### config.mk
export PLATFORM = sky130hd
export DESIGN_NAME = load_store_unit
export DESIGN_NICKNAME = d
export VERILOG_FILES = /design/src/rtl/load_store_unit.sv
export SDC_FILE = /design/constraint.sdc
export NUM_CORES = 1
export LEC_CHECK = 0
export ABC_CLOCK_PERIOD_IN_PS = 4200
export CORE_ASPECT_RATIO = 1.25
export CORE_UTILIZATION = 35
export CTS_BUF_LIST = sky130_fd_sc_hd__clkbuf_16
export CTS_CLUSTER_DIAMETER = 100
export DETAILED_ROUTE_END_ITERATION = 12
export SLEW_MARGIN = 0
export SYNTH_ARGS = -nofsm -noshare
export SYNTH_HDL_FRONTEND = slang
export SYNTH_SLANG_ARGS = --single-unit
### constraint.sdc
create_clock -name clk -period 4.2 [get_ports clk]
set_clock_uncertainty 0.15 [all_clocks]
set_input_delay 0.84 -clock clk [delete_from_list [all_inputs] [get_ports clk]]
set_output_delay 0.84 -clock clk [all_outputs]
set_load 0.1 [all_outputs]
### src/rtl/load_store_unit.sv
`default_nettype none
// ============================================================================
// Module   : load_store_unit
// Brief    : RV32I memory stage with byte-lane steering, load extension,
//            alignment check and bus timeout.
// Revision : 1.0 - initial release
// ============================================================================
module load_store_unit #(
    parameter int unsigned TIMEOUT = 16
) (
    input  logic        clk,
    input  logic        rst,
    input  logic        in_valid,
    output logic        in_ready,
    input  logic [5:0]  instr_id,
    input  logic [31:0] alu_result,
    input  logic [31:0] rs2,
    input  logic [4:0]  rd,
    output logic        mem_req,
    output logic        mem_we,
    output logic [31:0] mem_addr,
    output logic [31:0] mem_wdata,
    output logic [3:0]  mem_wstrb,
    input  logic        mem_ready,
    input  logic [31:0] mem_rdata,
    output logic        done,
    output logic        wb_we,
    output logic [4:0]  wb_rd,
    output logic [31:0] wb_data,
    output logic        misaligned,
    output logic        bus_err,
    output logic [31:0] err_addr
);

    // Instruction IDs as defined in instr_defines.vh
    localparam logic [5:0] c_ID_LB  = 6'd11;
    localparam logic [5:0] c_ID_LH  = 6'd12;
    localparam logic [5:0] c_ID_LW  = 6'd13;
    localparam logic [5:0] c_ID_LBU = 6'd14;
    localparam logic [5:0] c_ID_LHU = 6'd15;
    localparam logic [5:0] c_ID_SB  = 6'd16;
    localparam logic [5:0] c_ID_SH  = 6'd17;
    localparam logic [5:0] c_ID_SW  = 6'd18;

    localparam logic [0:0] c_IDLE = 1'b0;
    localparam logic [0:0] c_BUSY = 1'b1;

    localparam int unsigned     c_CW    = (TIMEOUT > 1) ? $clog2(TIMEOUT) : 1;
    localparam logic [c_CW-1:0] c_CMAX  = (TIMEOUT > 1) ? c_CW'(TIMEOUT - 1) : '0;
    localparam logic            c_TO_EN = (TIMEOUT != 0);

    logic [0:0]      r_state;
    logic [c_CW-1:0] r_cnt;
    logic            r_mem_req;
    logic            r_we;
    logic [31:0]     r_addr;
    logic [31:0]     r_wdata;
    logic [3:0]      r_wstrb;
    logic [4:0]      r_rd;
    logic [1:0]      r_size;
    logic            r_uns;
    logic            r_done;
    logic            r_wb_we;
    logic [4:0]      r_wb_rd;
    logic [31:0]     r_wb_data;
    logic            r_misal;
    logic            r_bus_err;
    logic [31:0]     r_err_addr;

    logic            w_is_mem;
    logic            w_we;
    logic [1:0]      w_size;
    logic            w_uns;
    logic            w_misal;
    logic [3:0]      w_wstrb;
    logic [31:0]     w_wdata;
    logic            w_accept;
    logic            w_expire;
    logic [31:0]     w_shift;
    logic [31:0]     w_load;

    // Decode: size 0 = byte, 1 = halfword, 2 = word
    always_comb begin
        w_is_mem = 1'b1;
        w_we     = 1'b0;
        w_size   = 2'd0;
        w_uns    = 1'b0;
        case (instr_id)
            c_ID_LB:  ;
            c_ID_LH:  w_size = 2'd1;
            c_ID_LW:  w_size = 2'd2;
            c_ID_LBU: w_uns = 1'b1;
            c_ID_LHU: begin w_size = 2'd1; w_uns = 1'b1; end
            c_ID_SB:  w_we = 1'b1;
            c_ID_SH:  begin w_we = 1'b1; w_size = 2'd1; end
            c_ID_SW:  begin w_we = 1'b1; w_size = 2'd2; end
            default:  w_is_mem = 1'b0;
        endcase
    end

    always_comb begin
        w_misal = 1'b0;
        w_wstrb = 4'b0000;
        w_wdata = 32'd0;
        case (w_size)
            2'd1:    w_misal = alu_result[0];
            2'd2:    w_misal = (alu_result[1:0] != 2'b00);
            default: w_misal = 1'b0;
        endcase
        if (w_we) begin
            case (w_size)
                2'd0: begin
                    w_wstrb = 4'b0001 << alu_result[1:0];
                    w_wdata = {4{rs2[7:0]}};
                end
                2'd1: begin
                    w_wstrb = alu_result[1] ? 4'b1100 : 4'b0011;
                    w_wdata = {2{rs2[15:0]}};
                end
                default: begin
                    w_wstrb = 4'b1111;
                    w_wdata = rs2;
                end
            endcase
        end
    end

    always_comb begin
        w_shift = mem_rdata >> {r_addr[1:0], 3'b000};
        case (r_size)
            2'd0:    w_load = r_uns ? {24'd0, w_shift[7:0]}
                                    : {{24{w_shift[7]}}, w_shift[7:0]};
            2'd1:    w_load = r_uns ? {16'd0, w_shift[15:0]}
                                    : {{16{w_shift[15]}}, w_shift[15:0]};
            default: w_load = w_shift;
        endcase
    end

    assign w_accept = in_valid && w_is_mem && (r_state == c_IDLE);
    // Completion takes priority over an expiry landing in the same cycle
    assign w_expire = c_TO_EN && (r_cnt == c_CMAX) && !mem_ready;

    always_ff @(posedge clk) begin
        if (rst) begin
            r_state    <= c_IDLE;
            r_cnt      <= '0;
            r_mem_req  <= 1'b0;
            r_we       <= 1'b0;
            r_addr     <= 32'd0;
            r_wdata    <= 32'd0;
            r_wstrb    <= 4'd0;
            r_rd       <= 5'd0;
            r_size     <= 2'd0;
            r_uns      <= 1'b0;
            r_done     <= 1'b0;
            r_wb_we    <= 1'b0;
            r_wb_rd    <= 5'd0;
            r_wb_data  <= 32'd0;
            r_misal    <= 1'b0;
            r_bus_err  <= 1'b0;
            r_err_addr <= 32'd0;
        end else begin
            r_done    <= 1'b0;
            r_wb_we   <= 1'b0;
            r_misal   <= 1'b0;
            r_bus_err <= 1'b0;
            case (r_state)
                c_IDLE: begin
                    if (w_accept) begin
                        if (w_misal) begin
                            r_misal    <= 1'b1;
                            r_err_addr <= alu_result;
                        end else begin
                            r_state   <= c_BUSY;
                            r_cnt     <= '0;
                            r_mem_req <= 1'b1;
                            r_we      <= w_we;
                            r_addr    <= alu_result;
                            r_wdata   <= w_wdata;
                            r_wstrb   <= w_wstrb;
                            r_rd      <= rd;
                            r_size    <= w_size;
                            r_uns     <= w_uns;
                        end
                    end
                end
                c_BUSY: begin
                    if (mem_ready) begin
                        r_state   <= c_IDLE;
                        r_mem_req <= 1'b0;
                        r_done    <= 1'b1;
                        if (!r_we) begin
                            r_wb_data <= w_load;
                            r_wb_rd   <= r_rd;
                            r_wb_we   <= (r_rd != 5'd0);
                        end
                    end else if (w_expire) begin
                        r_state    <= c_IDLE;
                        r_mem_req  <= 1'b0;
                        r_bus_err  <= 1'b1;
                        r_err_addr <= r_addr;
                    end else begin
                        r_cnt <= r_cnt + 1'b1;
                    end
                end
                default: r_state <= c_IDLE;
            endcase
        end
    end

    assign in_ready   = (r_state == c_IDLE);
    assign mem_req    = r_mem_req;
    assign mem_we     = r_we;
    assign mem_addr   = {r_addr[31:2], 2'b00};
    assign mem_wdata  = r_wdata;
    assign mem_wstrb  = r_wstrb;
    assign done       = r_done;
    assign wb_we      = r_wb_we;
    assign wb_rd      = r_wb_rd;
    assign wb_data    = r_wb_data;
    assign misaligned = r_misal;
    assign bus_err    = r_bus_err;
    assign err_addr   = r_err_addr;

endmodule
`default_nettype wire

==> impl_metrics.sql, run 1 <==
INSERT INTO impl_metrics (metric_group, metric, value, unit) VALUES
('clock_network', 'cts.repair_timing.setup_buffer_count', '0', ''),
('setup_path', 'startpoint', 'instr_id[4]', ''),
('route', 'ant_nets', '0', ''),
('route', 'detail_route.vias_per_cell', '5.23', ''),
('setup_path', 'worst_ep_required_time', '4.32', 'ns'),
('setup_path', 'worst_path_max_delay_cell', 'clkdlybuf4s50_1', ''),
('route', 'detail_route.first_pass.iterations', '5', ''),
('placement', 'finalWeightedCongestion', '0.755', ''),
('placement', 'dp_worst_setup_slack', '0.167', 'ns'),
('route', 'detail_route.wirelength', '23000', 'um'),
('yosys', 'ys.warnings.count', '0', ''),
('min_path', 'hp-class', 'reg -> reg', ''),
('pwr', 'maximum_vdd_ir_drop', '270', 'uV'),
('final_layout', 'layout.cells.most_common', 'clkdlybuf4s50_1', ''),
('placement', 'area_after_detailed_placement', '10100', 'um^2'),
('yosys', 'ys_dominant_reg_cell', 'dfxtp_1', ''),
('setup_path', 'crit_path_end_kind', 'flip-flop', ''),
('floorplan', 'design.core.area', '21000', 'um^2'),
('setup_path', 'critical_path.reg2reg.startpoint', 'r_addr[0]', ''),
('clock_network', 'cts_resized', '0', ''),
('placement', 'number_of_port_buffers', '252', ''),
('floorplan', 'io_pins', '255', ''),
('sta', 'setup_viol', '0', ''),
('route', 'dr.first_iter.drc_count', '326', ''),
('global_routing', 'initial_antenna_violation_count', '2', ''),
('floorplan', 'initial_core_util', '36.0', '%'),
('yosys', 'synth_seq_cells', '156', ''),
('clock_network', 'cts_made_buffers', '17', ''),
('setup_path', 'cp_cell_sequence', 'clkdlybuf4s50_1 -> or3b_1 -> o22ai_1 -> nand2b_1 -> ha_1 -> o211a_1 -> or2_2 -> buf_4 -> o31ai_1 -> a21oi_1', ''),
('sta', 'final.setup.tns', '0', 'ns'),
('yosys', 'synth_area_leaders', 'dfxtp_1 41%, mux2_2 6.8%, mux2i_1 6.6%, nand2_1 5.5%, a21oi_1 4.9%', ''),
('clock_network', 'worst_setup_hold_path_clk_slew', '0.06', 'ns'),
('global_routing', 'globalRouteOverflowTotal', '0', ''),
('yosys', 'share_of_the_yosys_chip_area_belonging_to_registers', '41.2', '%'),
('pwr', 'leakagePower', '3.87', 'nW'),
('yosys', 'synth_largest_type_area_fraction', '41.2', '%'),
('floorplan', 'floorplan.die_area', '22300', 'um^2'),
('final_layout', 'area.growth.synth_to_final', '41.9', '%'),
('floorplan', 'chipHeight', '167', 'um'),
('setup_path', 'setup.worst_path.start_class', 'input pin', ''),
('final_layout', 'drive_gt1_share', '14.4', '%'),
('sta', 'timing_worst_slew_pin_value', '1.06', 'ns'),
('global_routing', 'global_route.usage.total', '20.7', '%'),
('setup_path', 'cp_max_fo', '16', ''),
('clock_network', 'ctsRootBufferMaster', 'clkbuf_16', ''),
('sta', 'final.setup.worst_slack', '0.588', 'ns'),
('yosys', 'synthArstFlopShare', '0', '%'),
('sta', 'drv_slew', '0', ''),
('job', 'drv.max_cap_violation_count', '0', ''),
('route', 'drt-wirelength-per-cell', '17.8', 'um'),
('yosys', 'synth.avg_cell_area', '9.29', 'um^2'),
('final_layout', 'layout_common_cells', '250 x clkdlybuf4s50_1, 155 x dfxtp_1, 111 x nand2_1', ''),
('final_layout', 'postLayoutCellArea', '10800', 'um^2'),
('global_routing', 'via_count_of_the_first_global_routing_pass', '6443', ''),
('sta', 'unrepaired_setup_endpoints_after_global_routing', 'no', ''),
('run_status', 'outcome', 'complete, no violations', ''),
('clock_network', 'cts_htree_levels', '4', ''),
('clock_network', 'cts_max_path_buffers', '2', ''),
('setup_path', 'criticalPathCategory', 'in -> reg', ''),
('sta', 'timing.final.crit_share', '86.0', '%'),
('global_routing', 'pin_count_of_the_biggest_net_entering_global_routing', '81', ''),
('clock_network', 'tritoncts', 'built', ''),
('yosys', 'ys_types', '63', ''),
('setup_path', 'reg2reg_setup_slack', '1.65', 'ns'),
('setup_path', 'critPathMaxStageDelay', '0.50', 'ns'),
('yosys', 'post_synth_edffs', '0', ''),
('min_path', 'start_point_of_the_worst_hold_path', 'wb_rd[1]', ''),
('floorplan', 'die_w', '134', 'um'),
('sta', 'fin_crit', '3.61', 'ns'),
('pwr', 'power_density', '342', 'nW/um^2'),
('setup_path', 'arrival_worst_endpoint', '3.73', 'ns');
[power breakdown]
| group | internal [mW] | total [mW] | switching, mW |
|---|---|---|---|
| Clock | 1.05 | 1.71 | 0.650 |
| Sequential | 1.49 | 1.51 | 0.0138 |
| Combinational | 0.191 | 0.462 | 0.270 |
[cell usage after synthesis, drive strengths merged, types with 2 or more instances]
master,count
ha,5
o311ai,2
o211ai,7
o21ai,2
nand3,4
o31ai,37
xor2,2
and3,2
nand2b,5
o22ai,2
nand2,111
mux2,47
o2bb2ai,36
nand3b,2
o21a,2
inv,4
a211oi,17
clkbuf,50
a31o,3
nor4bb,2
nor3,15
buf,60
a22o,16
a21oi,74
nor2b,4
nor4,2
or2,4
a22oi,8
mux2i,50
nor2,31
dfxtp,156
nand4,39
[worst paths after layout]
kind                            cells after the start           to
worst max-delay path                               10   r_addr[25]
worst min-delay path                                2     wb_rd[1]
worst max register to register                      6  wb_data[27]
worst min register to register                      2     wb_rd[1]
[routing by layer]
layer / vias up / share of wire [%] / global-route usage (%)
li1: 3323 / - / -
met1: 3206 / 44 / 26.2
met2: 192 / 49 / 33.9
met3: 27 / 5.6 / 4.60
met4: 0 / 2.0 / 8.10
met5: - / 0 / 0
[flip-flops by register name, indices dropped and copies added (netlist names)]
| register | cells |
|---|---|
| mem_req | 1 |
| r_state | 1 |
| mem_wdata | 32 |
| misaligned | 1 |
| done | 1 |
| wb_rd | 5 |
| mem_wstrb | 4 |
| r_size | 2 |
| r_cnt | 4 |
| wb_data | 32 |
| wb_we | 1 |
| r_addr | 32 |
| err_addr | 32 |
| bus_err | 1 |
| mem_we | 1 |
| r_rd | 5 |
| r_uns | 1 |
[cell type report]
class,count,area [um^2]
diodes,2,5.00
clock buffers,17,425
fillers,2016,10300
flip-flops and latches,156,3130
repair buffers,277,2720
inverters,5,18.8
clock inverters,14,215
well taps,274,343
multi-input cells,546,3900
[per-stage QoR]
stage | utilization [%] | instances | hold WS [ns]
floorplan | - | 817 | 0.295
finish | 51.1 | 1291 | 0.304
global placement | 48.0 | 1258 | 0.292
detailed placement | 48.0 | 1258 | 0.296
CTS | 51.1 | 1289 | 0.306
global route | 51.1 | 1291 | 0.321
[critical path: cells and delay by family]
kind	cells	cell delay, ns
and+or+nand+nor	3	1.08
AOI/OAI and AO/OA	4	0.80
adders and majority gates	1	0.24
buffers and inverters	2	0.76
[logic make-up after synthesis]
family                     share of synthesized area (%)
DFF                                                 41.2
buffers and inverters                               7.96
AOI/OAI and AO/OA                                   21.2
and+or+nand+nor                                     14.6
xor gates and xnor gates                           0.231
muxes                                               13.9
adders and majority gates                          0.825
other                                             0.0495
No activity file was read; power rests on OpenSTA's default activity.
==> run 2: changes to the inputs <==
--- a/config.mk
+++ b/config.mk
@@ -6,11 +6,13 @@
 export NUM_CORES = 1
 export LEC_CHECK = 0
 export ABC_CLOCK_PERIOD_IN_PS = 4200
+export CAP_MARGIN = 20
 export CORE_ASPECT_RATIO = 1.25
-export CORE_UTILIZATION = 35
+export CORE_UTILIZATION = 50
 export CTS_BUF_LIST = sky130_fd_sc_hd__clkbuf_16
 export CTS_CLUSTER_DIAMETER = 100
 export DETAILED_ROUTE_END_ITERATION = 12
+export DONT_BUFFER_PORTS = 1
 export SLEW_MARGIN = 0
 export SYNTH_ARGS = -nofsm -noshare
 export SYNTH_HDL_FRONTEND = slang
==> impl_metrics.sql, run 2 (synthesis gave the netlist of run 1 again) <==
INSERT INTO impl_metrics (metric_group, metric, value, unit) VALUES
('placement', 'number_of_port_buffers', '0', ''),
('floorplan', 'die_w', '112', 'um'),
('min_path', 'hp-class', 'reg -> reg', ''),
('clock_network', 'ctsRootBufferMaster', 'clkbuf_16', ''),
('global_routing', 'wire_length_of_the_first_global_routing_pass', '31000', 'um'),
('global_routing', 'pin_count_of_the_biggest_net_entering_global_routing', '90', ''),
('final_layout', 'fin_util', '54.6', '%'),
('clock_network', 'holdBufCountCts', '0', ''),
('run_status', 'outcome', 'finished, violations left', ''),
('floorplan', 'initial_core_util', '51.9', '%'),
('final_layout', 'num-nets-final', '854', ''),
('run_status', 'failed_checks', 'DRC', ''),
('sta', 'setup_viol', '0', ''),
('placement', 'dp.final_hpwl', '13000', 'um'),
('sta', 'fin_crit', '3.62', 'ns'),
('route', 'drc', '13', ''),
('final_layout', 'postLayoutCellArea', '7970', 'um^2'),
('setup_path', 'arrival_worst_endpoint', '3.82', 'ns'),
('sta', 'unrepaired_setup_endpoints_after_global_routing', 'no', ''),
('route', 'detail_route.first_pass.iterations', '8', ''),
('final_layout', 'multi_input_comb_area', '3900', 'um^2'),
('final_layout', 'diodes', '0', ''),
('sta', 'report.final.hold_viol_count', '0', ''),
('setup_path', 'cp_max_fo', '22', ''),
('clock_network', 'insertion_delay_to_the_later_sink_of_the_worst_skew_pair', '0.41', 'ns'),
('final_layout', 'layout.cells.most_common', 'dfxtp_1', ''),
('placement', 'finalWeightedCongestion', '0.840', ''),
('pwr', 'maximum_vdd_ir_drop', '243', 'uV'),
('final_layout', 'layout_common_cells', '155 x dfxtp_1, 111 x nand2_1, 74 x a21oi_1', ''),
('route', 'ant_nets', '0', ''),
('sta', 'drv_slew', '0', ''),
('floorplan', 'io_pins', '255', ''),
('final_layout', 'fillers', '1317', ''),
('placement', 'dp_worst_setup_slack', '0.183', 'ns'),
('setup_path', 'criticalPathCategory', 'in -> reg', ''),
('clock_network', 'cts.sink_count', '156', ''),
('route', 'drt-wirelength-per-cell', '20.8', 'um'),
('sta', 'final.setup.tns', '0', 'ns'),
('route', 'dr.first_iter.drc_count', '396', ''),
('global_routing', 'initial_antenna_violation_count', '0', ''),
('setup_path', 'worst_ep_required_time', '4.39', 'ns'),
('clock_network', 'cts.repair_timing.setup_buffer_count', '0', ''),
('clock_network', 'cts_resized', '0', ''),
('pwr', 'power_density', '419', 'nW/um^2'),
('route', 'detail_route.wirelength', '19300', 'um'),
('placement', 'numPlacedInstances', '895', ''),
('route', 'detail_route.vias_per_cell', '6.20', ''),
('floorplan', 'floorplan.die_area', '15700', 'um^2'),
('clock_network', 'worst_setup_hold_path_clk_slew', '0.06', 'ns'),
('pwr', 'leakagePower', '2.87', 'nW'),
('final_layout', 'area.growth.synth_to_final', '5.13', '%'),
('clock_network', 'cts_max_path_buffers', '2', ''),
('placement', 'area_after_detailed_placement', '7340', 'um^2'),
('sta', 'maxSlewHeadroom', '25.7', '%'),
('global_routing', 'globalRouteOverflowTotal', '0', ''),
('final_layout', 'drive_gt1_share', '16.8', '%'),
('sta', 'final.setup.worst_slack', '0.576', 'ns'),
('global_routing', 'global_route.usage.total', '24.7', '%'),
('floorplan', 'chipHeight', '140', 'um'),
('job', 'drv.max_cap_violation_count', '0', ''),
('clock_network', 'cts_made_buffers', '17', ''),
('global_routing', 'via_count_of_the_first_global_routing_pass', '5596', ''),
('clock_network', 'cts_htree_levels', '4', ''),
('route', 'dr_total_vias', '5758', ''),
('sta', 'timing_worst_slew_pin_value', '1.11', 'ns'),
('final_layout', 'area.sequential', '3120', 'um^2'),
('sta', 'timing.final.crit_share', '86.3', '%'),
('floorplan', 'design.core.area', '14600', 'um^2'),
('setup_path', 'setup.worst_path.start_class', 'input pin', ''),
('sta', 'timing.fmax', '276', 'MHz'),
('setup_path', 'crit_path_end_kind', 'flip-flop', ''),
('floorplan', 'placementRows', '49', ''),
('clock_network', 'tritoncts', 'built', ''),
('final_layout', 'final-instance-count-excl-fill', '928', '');
## run 2: power breakdown
group / internal (mW) / total, mW / switching (mW)
Combinational: 0.0828 / 0.192 / 0.109
Clock: 0.922 / 1.53 / 0.610
Sequential: 1.50 / 1.62 / 0.120
## run 2: final cells by class
class                   instances  share of cell area (%)
inverters                       5                   0.236
clock buffers                  17                    5.34
multi-input cells             546                    48.9
well taps                     178                    2.79
flip-flops and latches        156                    39.2
repair buffers                 12                    1.54
clock inverters                14                    1.95
## run 2: path summary, 6_finish.rpt
check        slack (ns)  depth (start not counted)          end        start
max                0.58                         10   r_addr[25]  instr_id[2]
min                0.33                          2     wb_rd[2]      r_rd[2]
max reg2reg        1.11                          4  wb_data[16]    r_addr[1]
min reg2reg        0.33                          2     wb_rd[2]      r_rd[2]
## run 2: worst max-delay path, cell delays in order
cell	delay, ns
or3b_1	0.44
nor2_1	0.14
o21bai_1	0.16
inv_1	0.10
ha_1	0.43
o211a_1	0.30
or2_1	0.64
buf_4	0.40
o31ai_1	0.13
a21oi_1	0.22
## run 2: routing by layer
layer,share of wire (%),GRT usage [%],up-vias
met5,0,0,-
met4,1.7,7.51,0
met3,7.8,8.58,24
met2,49,40.7,198
met1,42,30.2,2750
li1,-,-,2786
## run 2: stage by stage
stage                     total power, mW  hold WS (ns)
after floorplan                      1.82         0.295
after global placement               1.83         0.306
after detailed placement             1.83         0.310
after CTS                            3.36         0.320
after global routing                 3.45         0.332
final                                3.34         0.325
